[src/rtl/lstm_weight_fetch.sv]
// AXI4 read-master that fetches a contiguous word block in INCR bursts and streams it out.
// Optional macro LSTM_FETCH_RESP_CHECK_EN: flag rresp errors and rlast/beat-count disagreement in err.
module lstm_weight_fetch #(
    parameter int ADDR_W     = 12,
    parameter int DATA_W     = 32,
    parameter int MAX_BURST  = 16,
    parameter int FIFO_DEPTH = 16
) (
    input  logic              sys_clock,
    input  logic              reset_rtl,
    input  logic              start,
    input  logic [ADDR_W-1:0] base_addr,
    input  logic [11:0]       num_words,
    output logic              busy,
    output logic              done,
    output logic              err,
    output logic [ADDR_W-1:0] m_axi_araddr,
    output logic [7:0]        m_axi_arlen,
    output logic [2:0]        m_axi_arsize,
    output logic [1:0]        m_axi_arburst,
    output logic              m_axi_arvalid,
    input  logic              m_axi_arready,
    input  logic [DATA_W-1:0] m_axi_rdata,
    input  logic [1:0]        m_axi_rresp,
    input  logic              m_axi_rlast,
    input  logic              m_axi_rvalid,
    output logic              m_axi_rready,
    output logic [DATA_W-1:0] out_data,
    output logic              out_valid,
    input  logic              out_ready,
    output logic              out_last
);

    localparam int PTR_W = $clog2(FIFO_DEPTH);
    localparam int CNT_W = $clog2(FIFO_DEPTH) + 1;
    // Wide enough for base + 4*4095 so the range check never wraps.
    localparam int SUM_W = ((ADDR_W > 14) ? ADDR_W : 14) + 1;
    localparam logic [SUM_W-1:0] ADDR_SPAN = SUM_W'(1) << ADDR_W;

    typedef enum logic [2:0] {
        S_IDLE  = 3'd0,
        S_CHECK = 3'd1,
        S_ADDR  = 3'd2,
        S_DATA  = 3'd3,
        S_DRAIN = 3'd4
    } state_t;

    state_t             state_r;
    state_t             next_s;
    logic [ADDR_W-1:0]  addr_r;
    logic [11:0]        remaining_r;
    logic [8:0]         burst_len_r;
    logic [8:0]         beat_cnt_r;
    logic [ADDR_W-1:0]  araddr_r;
    logic [7:0]         arlen_r;
    logic               arvalid_r;
    logic               rready_r;
    logic               err_r;
    logic               done_r;
    logic               busy_r;

    logic [DATA_W:0]    fifo_mem_r [FIFO_DEPTH];
    logic [PTR_W-1:0]   wr_ptr_r;
    logic [PTR_W-1:0]   rd_ptr_r;
    logic [CNT_W-1:0]   fifo_cnt_r;
    logic [DATA_W-1:0]  out_data_r;
    logic               out_valid_r;
    logic               out_last_r;

    logic [8:0]         len_s;
    logic               credit_ok_s;
    logic [SUM_W-1:0]   end_addr_s;
    logic               range_bad_s;
    logic               beat_s;
    logic               final_beat_s;
    logic               push_last_s;
    logic               pop_s;
    logic               out_done_s;

`ifdef LSTM_FETCH_RESP_CHECK_EN
`else
    logic               resp_unused_s;
    assign resp_unused_s = ^{m_axi_rresp, m_axi_rlast};
`endif

    // Burst sizing, FIFO credit, range check and handshake decode.
    always_comb begin
        len_s = 9'd0;
        if (remaining_r < 12'(MAX_BURST)) begin
            len_s = remaining_r[8:0];
        end else begin
            len_s = 9'(MAX_BURST);
        end
        credit_ok_s  = (16'(FIFO_DEPTH) - 16'(fifo_cnt_r)) >= {7'd0, len_s};
        end_addr_s   = SUM_W'(addr_r) + SUM_W'({remaining_r, 2'b00});
        range_bad_s  = (addr_r[1:0] != 2'b00) || (end_addr_s > ADDR_SPAN);
        beat_s       = rready_r && m_axi_rvalid;
        final_beat_s = beat_s && (beat_cnt_r == 9'd1);
        push_last_s  = (beat_cnt_r == 9'd1) && (remaining_r == {3'b000, burst_len_r});
        pop_s        = (fifo_cnt_r != CNT_W'(0)) && (!out_valid_r || out_ready);
        out_done_s   = out_valid_r && out_ready && out_last_r;
    end

    // State register.
    always_ff @(posedge sys_clock) begin
        if (reset_rtl) begin
            state_r <= S_IDLE;
        end else begin
            state_r <= next_s;
        end
    end

    // Next-state decode.
    always_comb begin
        next_s = state_r;
        case (state_r)
            S_IDLE: begin
                if (start) begin
                    next_s = S_CHECK;
                end else begin
                    next_s = S_IDLE;
                end
            end
            S_CHECK: begin
                if ((remaining_r == 12'd0) || range_bad_s) begin
                    next_s = S_IDLE;
                end else begin
                    next_s = S_ADDR;
                end
            end
            S_ADDR: begin
                if (arvalid_r && m_axi_arready) begin
                    next_s = S_DATA;
                end else begin
                    next_s = S_ADDR;
                end
            end
            S_DATA: begin
                if (final_beat_s) begin
                    if (remaining_r > {3'b000, burst_len_r}) begin
                        next_s = S_ADDR;
                    end else begin
                        next_s = S_DRAIN;
                    end
                end else begin
                    next_s = S_DATA;
                end
            end
            S_DRAIN: begin
                if (out_done_s) begin
                    next_s = S_IDLE;
                end else begin
                    next_s = S_DRAIN;
                end
            end
            default: next_s = S_IDLE;
        endcase
    end

    // Request bookkeeping, AR channel, R-channel ready and status flags.
    always_ff @(posedge sys_clock) begin
        if (reset_rtl) begin
            addr_r      <= '0;
            remaining_r <= 12'd0;
            burst_len_r <= 9'd0;
            beat_cnt_r  <= 9'd0;
            araddr_r    <= '0;
            arlen_r     <= 8'd0;
            arvalid_r   <= 1'b0;
            rready_r    <= 1'b0;
            err_r       <= 1'b0;
            done_r      <= 1'b0;
            busy_r      <= 1'b0;
        end else begin
            done_r <= 1'b0;
            busy_r <= (next_s != S_IDLE);
            case (state_r)
                S_IDLE: begin
                    if (start) begin
                        addr_r      <= base_addr;
                        remaining_r <= num_words;
                        err_r       <= 1'b0;
                    end
                end
                S_CHECK: begin
                    if (remaining_r == 12'd0) begin
                        done_r <= 1'b1;
                    end else if (range_bad_s) begin
                        err_r  <= 1'b1;
                        done_r <= 1'b1;
                    end
                end
                S_ADDR: begin
                    // Issue only when the whole burst fits, so rready never stalls.
                    if (!arvalid_r) begin
                        if (credit_ok_s) begin
                            arvalid_r   <= 1'b1;
                            araddr_r    <= addr_r;
                            arlen_r     <= 8'(len_s - 9'd1);
                            burst_len_r <= len_s;
                            beat_cnt_r  <= len_s;
                        end
                    end else if (m_axi_arready) begin
                        arvalid_r <= 1'b0;
                        rready_r  <= 1'b1;
                    end
                end
                S_DATA: begin
                    if (beat_s) begin
                        beat_cnt_r <= beat_cnt_r - 9'd1;
`ifdef LSTM_FETCH_RESP_CHECK_EN
                        if ((m_axi_rresp != 2'b00) || (m_axi_rlast != (beat_cnt_r == 9'd1))) begin
                            err_r <= 1'b1;
                        end
`endif
                        if (beat_cnt_r == 9'd1) begin
                            rready_r    <= 1'b0;
                            addr_r      <= addr_r + ADDR_W'({burst_len_r, 2'b00});
                            remaining_r <= remaining_r - {3'b000, burst_len_r};
                        end
                    end
                end
                S_DRAIN: begin
                    if (out_done_s) begin
                        done_r <= 1'b1;
                    end
                end
                default: begin
                    arvalid_r <= 1'b0;
                    rready_r  <= 1'b0;
                end
            endcase
        end
    end

    // FIFO storage; the top bit tags the final word of the request.
    always_ff @(posedge sys_clock) begin
        if (beat_s) begin
            fifo_mem_r[wr_ptr_r] <= {push_last_s, m_axi_rdata};
        end
    end

    // FIFO pointers and occupancy.
    always_ff @(posedge sys_clock) begin
        if (reset_rtl) begin
            wr_ptr_r   <= '0;
            rd_ptr_r   <= '0;
            fifo_cnt_r <= '0;
        end else begin
            if (beat_s) begin
                wr_ptr_r <= wr_ptr_r + PTR_W'(1);
            end
            if (pop_s) begin
                rd_ptr_r <= rd_ptr_r + PTR_W'(1);
            end
            case ({beat_s, pop_s})
                2'b10:   fifo_cnt_r <= fifo_cnt_r + CNT_W'(1);
                2'b01:   fifo_cnt_r <= fifo_cnt_r - CNT_W'(1);
                default: fifo_cnt_r <= fifo_cnt_r;
            endcase
        end
    end

    // Output register stage; holds steady while stalled.
    always_ff @(posedge sys_clock) begin
        if (reset_rtl) begin
            out_data_r  <= '0;
            out_valid_r <= 1'b0;
            out_last_r  <= 1'b0;
        end else if (pop_s) begin
            out_data_r  <= fifo_mem_r[rd_ptr_r][DATA_W-1:0];
            out_last_r  <= fifo_mem_r[rd_ptr_r][DATA_W];
            out_valid_r <= 1'b1;
        end else if (out_ready) begin
            out_valid_r <= 1'b0;
            out_last_r  <= 1'b0;
        end
    end

    assign busy          = busy_r;
    assign done          = done_r;
    assign err           = err_r;
    assign m_axi_araddr  = araddr_r;
    assign m_axi_arlen   = arlen_r;
    assign m_axi_arsize  = 3'b010;
    assign m_axi_arburst = 2'b01;
    assign m_axi_arvalid = arvalid_r;
    assign m_axi_rready  = rready_r;
    assign out_data      = out_data_r;
    assign out_valid     = out_valid_r;
    assign out_last      = out_last_r;

endmodule

[config.mk]
export PLATFORM = sky130hd
export DESIGN_NAME = lstm_weight_fetch
export DESIGN_NICKNAME = d
export VERILOG_FILES = /design/src/rtl/lstm_weight_fetch.sv
export SDC_FILE = /design/constraint.sdc
export NUM_CORES = 1
export LEC_CHECK = 0
export CORE_AREA = 2 2 286 175
export CTS_CLUSTER_DIAMETER = 60
export CTS_CLUSTER_SIZE = 40
export DETAILED_ROUTE_END_ITERATION = 10
export DIE_AREA = 0 0 288 177
export PLACE_DENSITY = 0.7
export SYNTH_ARGS = -nofsm -noshare
export SYNTH_HDL_FRONTEND = slang
export SYNTH_SLANG_ARGS = --single-unit
[constraint.sdc]
create_clock -name sys_clock -period 5.8 [get_ports sys_clock]
set_input_delay 0.58 -clock sys_clock [delete_from_list [all_inputs] [get_ports sys_clock]]
set_output_delay 0.58 -clock sys_clock [all_outputs]
set_load 0.1 [all_outputs]
Yosys cells after proc, flatten, opt, wreduce, memory -nomap -nowiden
Memory sizes are Yosys's and may differ from the RTL's. A register that Yosys moved wholly into a read port is not among the register bits. Index checks and enable logic that the tools add are counted. Widths: inputs -> output; s select.

Output and inout bits: 64. Memories: 1. Bits in writable memories: 528. Input bits: 65. Word-level logic and storage cells: 125. Register bits: 117.

Memories: fifo_mem_r (depth 16, bits a word 33, rd ports 1, clocked after memory_dff 1, wr ports 1, RTL line 62) `logic [DATA_W:0] fifo_mem_r [FIFO_DEPTH];`.

Add/subtract/negate cells: 10. Bitwise logic cells: 2. Muxes and demuxes: 45. Reductions and logical operators: 28. Eq/ne operators: 17. $lt $le $gt $ge: 4.

Operators by type and width (number): $mux 12 (6); $pmux 12 s2 (2); $mux 9 (4); $mux 1 (20); $ne 2x2->1 const B (9); $pmux 9 s2 (1); $ge 16x9->1 (1); $add 12x14->15 (1); $gt 15x13->1 const B (1); $pmux 3 s5 (1); $add 12x11->12 (1); $eq 12x9->1 (1); $gt 12x9->1 (1); $logic_not 12->1 (1); $lt 12x5->1 const B (1); $reduce_and 4->1 (3); $reduce_bool 2->1 (6); $sub 12x9->12 (1); $pmux 5 s2 (1); $eq 9x1->1 const B (1); $mux 3 (3); $sub 9x1->9 const B (1); $add 4x1->4 const B (2); $mux 4 (2); 23 further kinds (35).

Depth between registers and ports, before layout
Depth in word-level cells: 7. Mapped depth: 18. Mapped depth without buffers: 15.

Worst setup path after synthesis
No wires, ideal clock.

Kind: flip-flop to flip-flop. Start point: register rready_r, in the netlist m_axi_rready. End point: memory fifo_mem_r[3][0] in the netlist's numbering, enable pin. Setup time: 0.464 ns. Required time: 5.336 ns. Path slack: 1.471 ns. Clock period less this slack: 4.329 ns. Data arrival time: 3.865 ns. Path buffers: 1. Stages on the path, launching flop included: 5. Cells stage by stage: dfxtp_1 > and2_1 > clkbuf_1 > nand2_1 > nor3_1.

Longest elaborated chain between the ends: 3.

Ends and longest elaborated chain: start, declared (RTL line 57) `logic rready_r;`; start signal, assigned (RTL line 170) `rready_r <= 1'b0;`; start signal, assigned (RTL line 205) `rready_r <= 1'b1;`; start signal, assigned (RTL line 217) `rready_r <= 1'b0;`; $logic_and 1x1->1 (RTL line 97) `beat_s = rready_r && m_axi_rvalid;`; $mux 1 (RTL line 238) `if (beat_s) begin`; $mux 1 (implied by the code) (RTL line 239) `fifo_mem_r[wr_ptr_r] <= {push_last_s, m_axi_rdata};`; end, declared (RTL line 62).

Every way passes these cells.

Worst setup path in the final report
Start point: register remaining_r[4]. End point: register beat_cnt_r[2].

Longest elaborated chain between the ends: 5. Elaborated cells on any way between the ends: 8. Those cells by class: order compare (2); eq/ne (1); mux (4); reduce/logical (1).

Ends and longest elaborated chain: start, declared (RTL line 51) `logic [11:0] remaining_r;`; start signal, assigned (RTL line 181) `remaining_r <= num_words;`; start signal, assigned (RTL line 219) `remaining_r <= remaining_r - {3'b000, burst_len_r};`; $lt 12x5->1 (RTL line 89) `if (remaining_r < 12'(MAX_BURST)) begin`; $mux 9 (RTL line 89); net len_s[0] (RTL line 70) `logic [8:0] len_s;`; $ge 16x9->1 (RTL line 94) `credit_ok_s = (16'(FIFO_DEPTH) - 16'(fifo_cnt_r)) >= {7'd0, len_s};`; $ne 2x2->1 (no line); $reduce_and 4->1 (no line); end signal, assigned (RTL line 201) `beat_cnt_r <= len_s;`; end signal, assigned (RTL line 210) `beat_cnt_r <= beat_cnt_r - 9'd1;`; end, declared (RTL line 53) `logic [8:0] beat_cnt_r;`.

The timed path passes the listed nets, and every way through them passes these cells. The select of a mux whose other input is x is not followed. A chain may end at the register's enable or synchronous reset.

==> impl_summary.md <==
Timing
In the post-route analysis, the smallest setup slack over all paths is 1.186 ns. For the pin with the worst max-slew slack, the measured transition is 1.094 ns. Of the available clock period, the critical path in the final layout requires 79.56%. The worst hold slack after final layout is 0.3983 ns. The highest achievable clock rate is 0.2167 GHz. Setup repair after global routing left no endpoint under its margin. The worst max-slew margin expressed relative to the limit is 27.06%. The number of slew-limit violations in the final report is 0. Setup total negative slack on the finished layout was measured at 0 ns. The worst path in the final design needs a cycle of 4.614 ns, including I/O delays and setup. Setup violations remaining at the end of the flow were counted as 0. The clock skew after layout is 0.02224 ns.

The number of hold violations in the final report is 0.

Global routing
The initial antenna violation count is 3. The number of global-route vias before repair is 13900. Entering global routing, the biggest net connects 75 pins. The total routing resource utilization after global routing is 23.16%. Summed over all layers, the global routing overflow is 0.

The first global-routing pass estimated 87880 um of wire.

Finish
The post-route netlist has 17.06% of its cells at a drive strength greater than 1. The number of nets in the layout is 1788. Measured on the finished design, the core utilization comes to 60.88%.

The relative area change from synthesis to final layout is 12.55%.

Worst setup path
The reg2reg setup slack is 1.19 ns. STA classifies the critical path startpoint as a flop. The category of the worst setup path capture point is a flop. The launching point of the worst reg2reg path is remaining_r[4]$_SDFFE_PP0P_.

The logic depth of the worst register-to-register path is 14. The maximum fanout count along the critical path is 16. STA puts the critical path data required time at 6.35 ns.

The type of the worst setup path is reg -> reg. The first element of the critical path is remaining_r[4]$_SDFFE_PP0P_. The endpoint identified for the worst register-to-register timing path is beat_cnt_r[2]$_SDFFE_PP0P_. Following the worst setup path forward leads to its endpoint at beat_cnt_r[2]$_SDFFE_PP0P_. Data on the critical path arrives at its endpoint at 5.16 ns.

Yosys
The dominant synthesized flop cell is sky130_fd_sc_hd__edfxtp_1. sky130_fd_sc_hd__edfxtp_1 takes more of the synthesized area than any other cell. In the post-synthesis netlist, the cell with the most instances is sky130_fd_sc_hd__edfxtp_1. Summing every instance area after synthesis gives 26270 um^2. The number of enable-type register cells in the synthesized netlist is 528.

The proportion of netlist area held by the largest area contributor is 60.36%. During synthesis, Yosys emitted a total of 0 warnings. By count the netlist is led by sky130_fd_sc_hd__edfxtp_1 (528), sky130_fd_sc_hd__mux4_2 (165), sky130_fd_sc_hd__nand2_1 (155). The share of synthesized registers carrying an async set or reset is 0%. Averaged over all synthesized cells, the footprint is 16.75 um^2. After synthesis, the cell types taking the most area are sky130_fd_sc_hd__edfxtp_1 (60%), sky130_fd_sc_hd__mux4_2 (14%), sky130_fd_sc_hd__dfxtp_1 (9.2%), sky130_fd_sc_hd__ha_1 (2.4%), sky130_fd_sc_hd__nand2_1 (2.2%).

The sequential fraction of the synthesis area is 69.58%. The count of unique library cells instantiated by Yosys is 64. Synthesis inferred 649 register bits. Synthesis produced a netlist whose cell count is 1568.

Routing
The DRC violation count after routing is 0. The per-cell routed wire length is 24.79 um. The via count is 14320. The detailed router finished its first iteration with 1491 violations. For this run, the detailed router's first-pass iteration total came to 5.

In this run the remaining antenna-violating nets after routing total 0. The vias per cell is 6.108. For this block, the routed nets add up to 58140 um of wire.

CTS
The number of gates resized after CTS was 0. The count of hold-fix buffers inserted at cts is 0. The CTS H-tree depth is 1. The clock tree buffer depth is 3. The post-CTS setup buffer count is 0. The clock insertion delay at the later pin of the skew report is 0.64 ns.

The number of buffers added by the clock tree synthesis step is 31. The CTS sink count is 649. The clock transition at the registers of the reported paths is 0.11 ns. The TritonCTS clock tree is yes. The CTS root buffer is sky130_fd_sc_hd__clkbuf_16.

Placement
Routability-driven placement finished with a final weighted congestion of 0.8668. The HPWL after detailed placement is 33440 um. The post-placement setup slack is 1.342 ns. The count of input and output buffers is 120.

Pwr
The maximum ir drop on the vdd rail is 0.2411 mV. In this run, the clock network consumes 25.1% of the power. In this run the power spent charging and discharging nets is 0.003839 W. The leakage power summed over all cells is 9.413 nW.

The share of power burned in registers is 47.2%. The internal portion of the total power is 0.007649 W. The share of total power consumed by net switching is 33.42%. The cell area power density is 388.6 nW/um^2. In this run, the combinational gates consume 27.7% of the power.

Hold path
Counting instances, the worst hold path has a depth of 2. The tightest min-delay check is of the in -> reg type.

Floorplan
The die outline height is 177 um. The effective utilization at floorplan is 54.10%. Measured along the x axis, the die boundary spans 288 um.

In this run the count of I/O pins placed on the die edge is 129. The core region is 48560 um^2. The floorplan die area is 50980 um^2. Row generation in the floorplan step produced 63 rows.

Job
The number of maximum-capacitance constraint violations is 0.

Run status
The run finished with clean final reports.
==> flip-flops by register name (all words and copies together) (netlist names), named ones only <==
| signal | flops |
|---|---|
| fifo_mem_r | 528 |
| out_data | 32 |
| out_valid | 1 |
| wr_ptr_r | 4 |
| m_axi_arlen | 8 |
| out_last | 1 |
| remaining_r | 12 |
| state_r | 3 |
| m_axi_arvalid | 1 |
| m_axi_rready | 1 |
| fifo_cnt_r | 5 |
| done | 1 |
| burst_len_r | 9 |
| rd_ptr_r | 4 |
| err | 1 |
| beat_cnt_r | 9 |
| busy | 1 |
| m_axi_araddr | 12 |
| addr_r | 12 |
==> cell type report <==
| class | count | area [um^2] |
|---|---|---|
| fill | 3560 | 18990 |
| sequential | 649 | 18290 |
| multi-input combinational | 804 | 7651 |
| timing repair buffer | 149 | 1441 |
| tap | 650 | 813.3 |
| clock buffer | 31 | 775.7 |
| clock inverter | 27 | 464.2 |
| inverter | 34 | 127.6 |
| antenna | 1 | 2.502 |
==> cell usage in the layout, fill, tap and decap left out, types with 20 or more instances in the layout <==
| cell | netlist | layout |
|---|---|---|
| sky130_fd_sc_hd__clkbuf_16 | 0 | 31 |
| sky130_fd_sc_hd__dfxtp_1 | 121 | 117 |
| sky130_fd_sc_hd__a21oi_1 | 102 | 102 |
| sky130_fd_sc_hd__inv_1 | 34 | 33 |
| sky130_fd_sc_hd__o21ai_0 | 30 | 30 |
| sky130_fd_sc_hd__edfxtp_1 | 528 | 528 |
| sky130_fd_sc_hd__ha_1 | 50 | 50 |
| sky130_fd_sc_hd__mux4_2 | 165 | 165 |
| sky130_fd_sc_hd__buf_4 | 5 | 28 |
| sky130_fd_sc_hd__a211oi_1 | 20 | 20 |
| sky130_fd_sc_hd__clkdlybuf4s50_1 | 0 | 119 |
| sky130_fd_sc_hd__nand2_1 | 155 | 155 |
| sky130_fd_sc_hd__nor2_1 | 83 | 71 |
==> critical path, stage by stage, from the launching register on <==
cell and delay (ns):
sky130_fd_sc_hd__dfxtp_1 0.38, sky130_fd_sc_hd__or4_1 0.58, sky130_fd_sc_hd__or3_1 0.42, sky130_fd_sc_hd__inv_1 0.44, sky130_fd_sc_hd__nand2_1 0.20, sky130_fd_sc_hd__inv_1 0.19
sky130_fd_sc_hd__ha_1 0.25, sky130_fd_sc_hd__nand2b_1 0.14, sky130_fd_sc_hd__a21o_1 0.17, sky130_fd_sc_hd__a21oi_1 0.15, sky130_fd_sc_hd__a2bb2oi_1 0.19, sky130_fd_sc_hd__a21oi_1 0.13
sky130_fd_sc_hd__a21oi_1 0.84, sky130_fd_sc_hd__o21ai_0 0.24, sky130_fd_sc_hd__a21oi_1 0.20
==> per-stage QoR <==
step	cell area (um^2)	instances	power (W)
3_5_place_dp	28320	2286	0.008743
4_1_cts	29560	2344	0.01159
2_1_floorplan	26290	1574	0.007912
6_report	29560	2345	0.01149
3_3_place_gp	28320	2286	0.008699
5_1_grt	29560	2344	0.01196
==> power groups by stage <==
stage          Combinational, W  Clock, W  Sequential, W
2_1_floorplan           0.00183         0        0.00609
3_3_place_gp            0.00317         0        0.00553
3_5_place_dp            0.00321         0        0.00553
4_1_cts                 0.00322   0.00294        0.00543
5_1_grt                 0.00341   0.00309        0.00546
6_report                0.00319   0.00288        0.00542
==> worst min-delay path by stage <==
stage | startpoint | slack, ns | to
global placement | m_axi_araddr[2]$_SDFFE_PP0P_ | 0.44 | m_axi_araddr[2]$_SDFFE_PP0P_
detailed placement | m_axi_arlen[7]$_SDFFE_PP0P_ | 0.45 | m_axi_arlen[7]$_SDFFE_PP0P_
global route | reset_rtl | 0.40 | flop
CTS | reset_rtl | 0.38 | wr_ptr_r[0]$_SDFFE_PP0P_
finish | reset_rtl | 0.40 | done$_SDFF_PP0_
floorplan | burst_len_r[5]$_SDFFE_PP0P_ | 0.44 | burst_len_r[5]$_SDFFE_PP0P_
==> logic make-up after synthesis <==
family                     Yosys count  share of synthesized area, %
adders and majority gates           54                         2.686
muxes                              165                         14.15
other                                2                       0.02859
buffers and inverters              121                         1.805
DFF                                649                         69.58
AOI/OAI and AO/OA                  214                         5.130
and+or+nand+nor                    336                         5.721
xor gates and xnor gates            27                        0.9003
==> routing by layer <==
| layer | track usage (%) | wire (um) |
|---|---|---|
| met5 | 0 | 25 |
| met4 | 3.238 | 720 |
| met3 | 3.351 | 4196 |
| met2 | 35.98 | 27110 |
| met1 | 36.05 | 26090 |
Power figures use the tool's default switching activity.
